File: config.mk
export PLATFORM = sky130hd
export DESIGN_NAME = game_sequencer
export DESIGN_NICKNAME = d
export VERILOG_FILES = /design/src/rtl/game_sequencer.sv
export SDC_FILE = /design/constraint.sdc
export NUM_CORES = 1
export LEC_CHECK = 0
export CORE_MARGIN = 3
export CORE_UTILIZATION = 30
export DETAILED_ROUTE_END_ITERATION = 10
export GPL_TIMING_DRIVEN = 0
export PLACE_DENSITY = 0.48
export REMOVE_ABC_BUFFERS = 1
export SETUP_SLACK_MARGIN = 0.5
export SYNTH_ARGS = -nofsm -noshare
export SYNTH_HDL_FRONTEND = slang
export SYNTH_SLANG_ARGS = --single-unit
File: constraint.sdc
create_clock -name vga_pix_clk -period 4.41 [get_ports vga_pix_clk]
set_clock_uncertainty 0.1 [all_clocks]
set_input_delay 0.441 -clock vga_pix_clk [delete_from_list [all_inputs] [get_ports vga_pix_clk]]
set_output_delay 0.441 -clock vga_pix_clk [all_outputs]
set_load 0.01 [all_outputs]
File: src/rtl/game_sequencer.sv
// game_sequencer: game-flow controller for the Pac-Man core.
// Sequences start, reload, ready, play, death, level-clear and game-over
// phases. It also tracks lives, level, remaining candies and frightened-mode
// timing, and classifies pacman/enemy collisions.
module game_sequencer #(
    parameter int TOTAL_CANDIES = 244,
    parameter int START_LIVES   = 3,
    parameter int READY_FRAMES  = 120,
    parameter int DEATH_FRAMES  = 90,
    parameter int CLEAR_FRAMES  = 120,
    parameter int FRIGHT_FRAMES = 360,
    parameter int FRIGHT_WARN   = 120
) (
    input  logic       vga_pix_clk,
    input  logic       rst_n,
    input  logic       frame_stb,
    input  logic       start_btn,
    input  logic       ate_candy_stb,
    input  logic       ate_power_cookie_stb,
    input  logic       collided_with_enemy,
    input  logic       map_reload_done,
    output logic [2:0] state,
    output logic       movement_en,
    output logic       entities_rst,
    output logic       map_reload_req,
    output logic       frightened,
    output logic       fright_ending,
    output logic       ghost_eaten_stb,
    output logic [1:0] lives,
    output logic [3:0] level,
    output logic [8:0] candies_left
);

    localparam logic [2:0] S_IDLE   = 3'd0;
    localparam logic [2:0] S_READY  = 3'd1;
    localparam logic [2:0] S_PLAY   = 3'd2;
    localparam logic [2:0] S_DEATH  = 3'd3;
    localparam logic [2:0] S_CLEAR  = 3'd4;
    localparam logic [2:0] S_OVER   = 3'd5;
    localparam logic [2:0] S_RELOAD = 3'd6;

    logic [2:0]  state_nxt;
    logic [1:0]  lives_nxt;
    logic [3:0]  level_nxt;
    logic [8:0]  candies_nxt;
    logic [15:0] frame_cnt;
    logic [15:0] frame_cnt_nxt;
    logic [15:0] fright_tmr;
    logic [15:0] fright_nxt;
    logic        coll_q;
    logic        coll_edge;
    logic        ghost_nxt;
    logic        timed_state;
    logic [15:0] frame_limit;
    logic        frame_done;
    logic [1:0]  eat_cnt;
    logic [8:0]  candies_dec;

    // Next-state, counters and event classification for the whole game flow.
    always_comb begin
        state_nxt     = state;
        lives_nxt     = lives;
        level_nxt     = level;
        candies_nxt   = candies_left;
        fright_nxt    = fright_tmr;
        ghost_nxt     = 1'b0;
        frame_cnt_nxt = frame_cnt;

        coll_edge = collided_with_enemy & ~coll_q;

        // Only READY, DEATH and CLEAR are timed by frames.
        timed_state = 1'b0;
        frame_limit = 16'd0;
        case (state)
            S_READY: begin
                timed_state = 1'b1;
                frame_limit = 16'(READY_FRAMES - 1);
            end
            S_DEATH: begin
                timed_state = 1'b1;
                frame_limit = 16'(DEATH_FRAMES - 1);
            end
            S_CLEAR: begin
                timed_state = 1'b1;
                frame_limit = 16'(CLEAR_FRAMES - 1);
            end
            default: begin
                timed_state = 1'b0;
                frame_limit = 16'd0;
            end
        endcase
        frame_done = timed_state && frame_stb && (frame_cnt == frame_limit);

        // Candy and power cookie in the same cycle remove two edibles.
        eat_cnt     = {1'b0, ate_candy_stb} + {1'b0, ate_power_cookie_stb};
        candies_dec = (candies_left > {7'd0, eat_cnt}) ?
                      (candies_left - {7'd0, eat_cnt}) : 9'd0;

        case (state)
            S_IDLE, S_OVER: begin
                if (start_btn) begin
                    lives_nxt   = 2'(START_LIVES);
                    level_nxt   = 4'd0;
                    candies_nxt = 9'(TOTAL_CANDIES);
                    state_nxt   = S_RELOAD;
                end
            end
            S_RELOAD: begin
                if (map_reload_done) begin
                    state_nxt = S_READY;
                end
            end
            S_READY: begin
                if (frame_done) begin
                    state_nxt = S_PLAY;
                end
            end
            S_PLAY: begin
                candies_nxt = candies_dec;
                // A new cookie restarts the timer, taking priority over decay.
                if (ate_power_cookie_stb) begin
                    fright_nxt = 16'(FRIGHT_FRAMES);
                end else if (frame_stb && (fright_tmr != 16'd0)) begin
                    fright_nxt = fright_tmr - 16'd1;
                end
                if (coll_edge && (fright_tmr != 16'd0)) begin
                    ghost_nxt = 1'b1;
                end
                // Clearing the level beats a lethal collision in the same cycle.
                if (candies_dec == 9'd0) begin
                    state_nxt = S_CLEAR;
                end else if (coll_edge && (fright_tmr == 16'd0)) begin
                    state_nxt = S_DEATH;
                end
            end
            S_DEATH: begin
                if (frame_done) begin
                    if (lives == 2'd1) begin
                        lives_nxt = 2'd0;
                        state_nxt = S_OVER;
                    end else begin
                        lives_nxt = lives - 2'd1;
                        state_nxt = S_READY;
                    end
                end
            end
            S_CLEAR: begin
                if (frame_done) begin
                    level_nxt   = (level == 4'd15) ? 4'd15 : level + 4'd1;
                    candies_nxt = 9'(TOTAL_CANDIES);
                    state_nxt   = S_RELOAD;
                end
            end
            default: begin
                state_nxt = S_IDLE;
            end
        endcase

        // Leaving PLAY for death or clear always ends frightened mode.
        if ((state_nxt == S_DEATH) || (state_nxt == S_CLEAR)) begin
            fright_nxt = 16'd0;
        end

        if (state_nxt != state) begin
            frame_cnt_nxt = 16'd0;
        end else if (timed_state && frame_stb) begin
            frame_cnt_nxt = frame_cnt + 16'd1;
        end
    end

    // Register state, counters and all outputs so every output is glitch-free.
    always_ff @(posedge vga_pix_clk or negedge rst_n) begin
        if (!rst_n) begin
            state           <= S_IDLE;
            lives           <= 2'(START_LIVES);
            level           <= 4'd0;
            candies_left    <= 9'(TOTAL_CANDIES);
            frame_cnt       <= 16'd0;
            fright_tmr      <= 16'd0;
            coll_q          <= 1'b0;
            movement_en     <= 1'b0;
            entities_rst    <= 1'b0;
            map_reload_req  <= 1'b0;
            frightened      <= 1'b0;
            fright_ending   <= 1'b0;
            ghost_eaten_stb <= 1'b0;
        end else begin
            state           <= state_nxt;
            lives           <= lives_nxt;
            level           <= level_nxt;
            candies_left    <= candies_nxt;
            frame_cnt       <= frame_cnt_nxt;
            fright_tmr      <= fright_nxt;
            coll_q          <= collided_with_enemy;
            movement_en     <= (state_nxt == S_PLAY);
            entities_rst    <= (state_nxt == S_READY) && (state != S_READY);
            map_reload_req  <= (state_nxt == S_RELOAD);
            frightened      <= (fright_nxt != 16'd0);
            fright_ending   <= (fright_nxt != 16'd0) &&
                               (fright_nxt <= 16'(FRIGHT_WARN));
            ghost_eaten_stb <= ghost_nxt;
        end
    end

endmodule

==> flow_summary.json <==
{
  "required_ps": 4550,
  "worstSetupPathType": "in -> reg",
  "fin_nets": 449,
  "grtUsageTotal": 0.138,
  "ant_nets": 0,
  "postSynthRegisterBits": 57,
  "synthCells": 402,
  "crit_path_most_repeated_cell": "ha_1",
  "irDropWorstVdd_uv": 321,
  "max-clock-path-buffers": 2,
  "wl_mm": 8.63,
  "worst_r2r_path_depth": 9,
  "worstHoldPathType": "in -> async",
  "p_leak_uw": 0.00179,
  "layout_commonest_cell": "dfrtp_1",
  "max_freq_ghz": 0.265,
  "synthDistinctLibCells": 63,
  "worst_slew_pin_slew_ps": 789,
  "initialDrtViolationCount": 147,
  "cts-root-buf": "clkbuf_16",
  "grt_start_max_net_pins": 30,
  "dieHeight_um": 114,
  "period_utilization_post_route": 0.855,
  "pwr-share-comb": 0.481,
  "crit_path_cell_trace": "clkdlybuf4s50_1 > ha_1 > ha_1 > inv_1 > fa_2 > or3_1 > xnor2_1 > nor4_1 > o221a_2 > a31o_2 > a2111oi_0 > o21ai_2 > buf_12 > nor3b_1",
  "endpoint_kind": "flip-flop",
  "final_period_minus_worst_setup_slack_ps": 3770,
  "largest_fanout_on_the_critical_path": 16,
  "numCtsBuffers": 9,
  "die_area_sq_mm": 0.0131,
  "grt-ovfl-total": 0,
  "cp.arrival_ps": 3910,
  "report.final.hold_viol_count": 0,
  "critical_path.startpoint_type": "input pin",
  "ys_dominant_reg_cell": "dfrtp_1",
  "htree_num_levels": 3,
  "seq_power_share": 0.267,
  "route.detailed.drc": 0,
  "slowest_stage": "a2111oi_0",
  "layout.cells.most_common_list": "49 x dfrtp_1, 45 x nor2_1, 33 x nand2_1",
  "maxCapViolCount": 0,
  "final_core_util": 0.393,
  "worstReg2RegStart": "state[0]$_DFF_PN0_",
  "first_global_vias": 2918,
  "clockPowerShare": 0.252,
  "clkSlewWorstSetupHoldPaths_ps": 50,
  "slew_violations": 0,
  "yosysWarningCount": 0,
  "power_density_mw_per_mm2": 712,
  "post_cts_hold_buffer_count": 0,
  "area.growth.synth_to_final_pct": 24.4,
  "rsz0062_at_grt": "true",
  "timing.critical_path.from": "ate_power_cookie_stb",
  "initial_utilization": 0.316,
  "relSlewSlack": 0.474,
  "place.detailed.hpwl_mm": 6.01,
  "globalplace.congestion": 0.856,
  "cts.sink_count": 57,
  "worstSkewPairLatency_ps": 320,
  "dp_slack_ps": -172,
  "firstDrtPassIters": 4,
  "final_critical_path_setup_slack_ps": 641,
  "totalNegativeSetupSlack_ps": 0,
  "antenna_violations_before_repair": 0,
  "synth_edf_count": 0,
  "io_pins": 32,
  "netlist_area_sq_mm": 0.00352,
  "route.detailed.wl_per_inst_um": 14.9,
  "first_pass_grt_wire_length_mm": 14.5,
  "cpPeakStageDelay_ps": 470,
  "coreArea_sq_mm": 0.0111,
  "io_buffer_count": 31,
  "power.net_switching_uw": 1280,
  "status": "finished clean",
  "cellInternalPower_uw": 1840,
  "swShare": 0.410,
  "cts_tree": "yes",
  "rows": 38,
  "post_synthesis_average_cell_area_sq_um": 8.76,
  "detailroute.via_count": 3046,
  "setup_viol": 0,
  "yosysSeqAreaShare": 0.408,
  "via_per_inst": 5.27,
  "ys_async_sr_fraction": 1.00,
  "final_layout_size_suffix_gt1_frac": 0.110,
  "antenna_cells_inserted": 0,
  "dieWidth_um": 114
}
-- synthesized netlist by cell type, drive strengths merged, types with 5 or more instances --
| library cell | instances | share of area |
|---|---|---|
| dfrtp | 50 | 0.36 |
| o22a | 6 | 0.015 |
| ha | 7 | 0.025 |
| inv | 22 | 0.023 |
| nand3 | 19 | 0.027 |
| nor2 | 46 | 0.051 |
| o21ai | 16 | 0.023 |
| dfstp | 7 | 0.052 |
| a31oi | 7 | 0.014 |
| xnor2 | 17 | 0.042 |
| nand3b | 5 | 0.011 |
| nand2 | 33 | 0.035 |
| nor3 | 22 | 0.031 |
| nand4 | 6 | 0.011 |
| nor2b | 6 | 0.011 |
| nor3b | 7 | 0.015 |
| nor4 | 9 | 0.018 |
| a21oi | 24 | 0.034 |
| and3 | 8 | 0.014 |
| clkbuf | 10 | 0.011 |
| buf | 5 | 0.0082 |
| xor2 | 14 | 0.035 |
-- critical path: cells and delay by family --
| family | cells | cell delay, ps |
|---|---|---|
| and+or+nand+nor | 3 | 600 |
| adders and majority gates | 3 | 860 |
| buffers and inverters | 3 | 680 |
| xor gates and xnor gates | 1 | 160 |
| AOI/OAI and AO/OA | 4 | 1170 |
-- flip-flops by register name, summed over array words and instances (netlist names), 2 cells and up --
register      cells
frame_cnt        16
level             4
lives             2
fright_tmr       16
candies_left      9
state             3
-- layout make-up --
type	instances	area, sq um
well taps	140	175
inverters	22	82.6
clock inverters	4	73.8
fillers	1119	6750
flip-flops and latches	57	1440
multi-input cells	308	1970
clock buffers	12	267
repair buffers	35	377
-- stage by stage --
stage | hold slack (ps) | power (uW) | cell area, sq um | std cells
CTS | 88.5 | 3140 | 4360 | 578
global placement | 400 | 2220 | 3940 | 558
floorplan | 45.4 | 1780 | 3450 | 387
finish | 58.0 | 3120 | 4380 | 578
global route | 126 | 3350 | 4380 | 578
detailed placement | 418 | 2230 | 3970 | 560
-- final timing paths --
path / to / slack (ps)
worst min-delay path: level[3]$_DFFE_PN0P_ / 60
worst min register to register: lives[1]$_DFFE_PN1P_ / 420
worst max-delay path: frame_cnt[7]$_DFFE_PN0P_ / 640
min in group vga_pix_clk: lives[1]$_DFFE_PN1P_ / 420
max in group asynchronous: candies_left[6]$_DFFE_PN1P_ / 3490
worst max register to register: fright_ending$_DFF_PN0_ / 1030
-- metal layers --
metal | GRT usage | up-vias | routed length (um)
met2 | 0.209 | 51 | 3880
met4 | 0.0610 | 0 | 142
met5 | 0 | - | 0
li1 | - | 1508 | -
met3 | 0.0227 | 9 | 281
met1 | 0.192 | 1478 | 4330
-- what timing repair did --
| action | 4_1_cts | 5_1_grt |
|---|---|---|
| buffers inserted | 2 | 0 |
| gates resized for setup | 2 | 4 |
| pin swaps | 2 | 2 |
| endpoints found under the setup margin | 34 | 34 |
-- power by group through the flow --
stage	Combinational, uW	Clock (uW)	Sequential, uW
floorplan	959	0	819
global placement	1380	0	834
detailed placement	1400	0	836
CTS	1510	805	832
global route	1660	827	863
finish	1500	786	832
-- cell families (layout without fill, tap and decap cells) --
family | Yosys count | after routing | synth area share
xor gates and xnor gates | 31 | 31 | 0.0771
buffers and inverters | 37 | 73 | 0.0423
adders and majority gates | 8 | 8 | 0.0306
and+or+nand+nor | 184 | 184 | 0.272
muxes | 2 | 2 | 0.00604
DFF | 57 | 57 | 0.408
AOI/OAI and AO/OA | 83 | 83 | 0.165
Power figures use the tool's default switching activity.
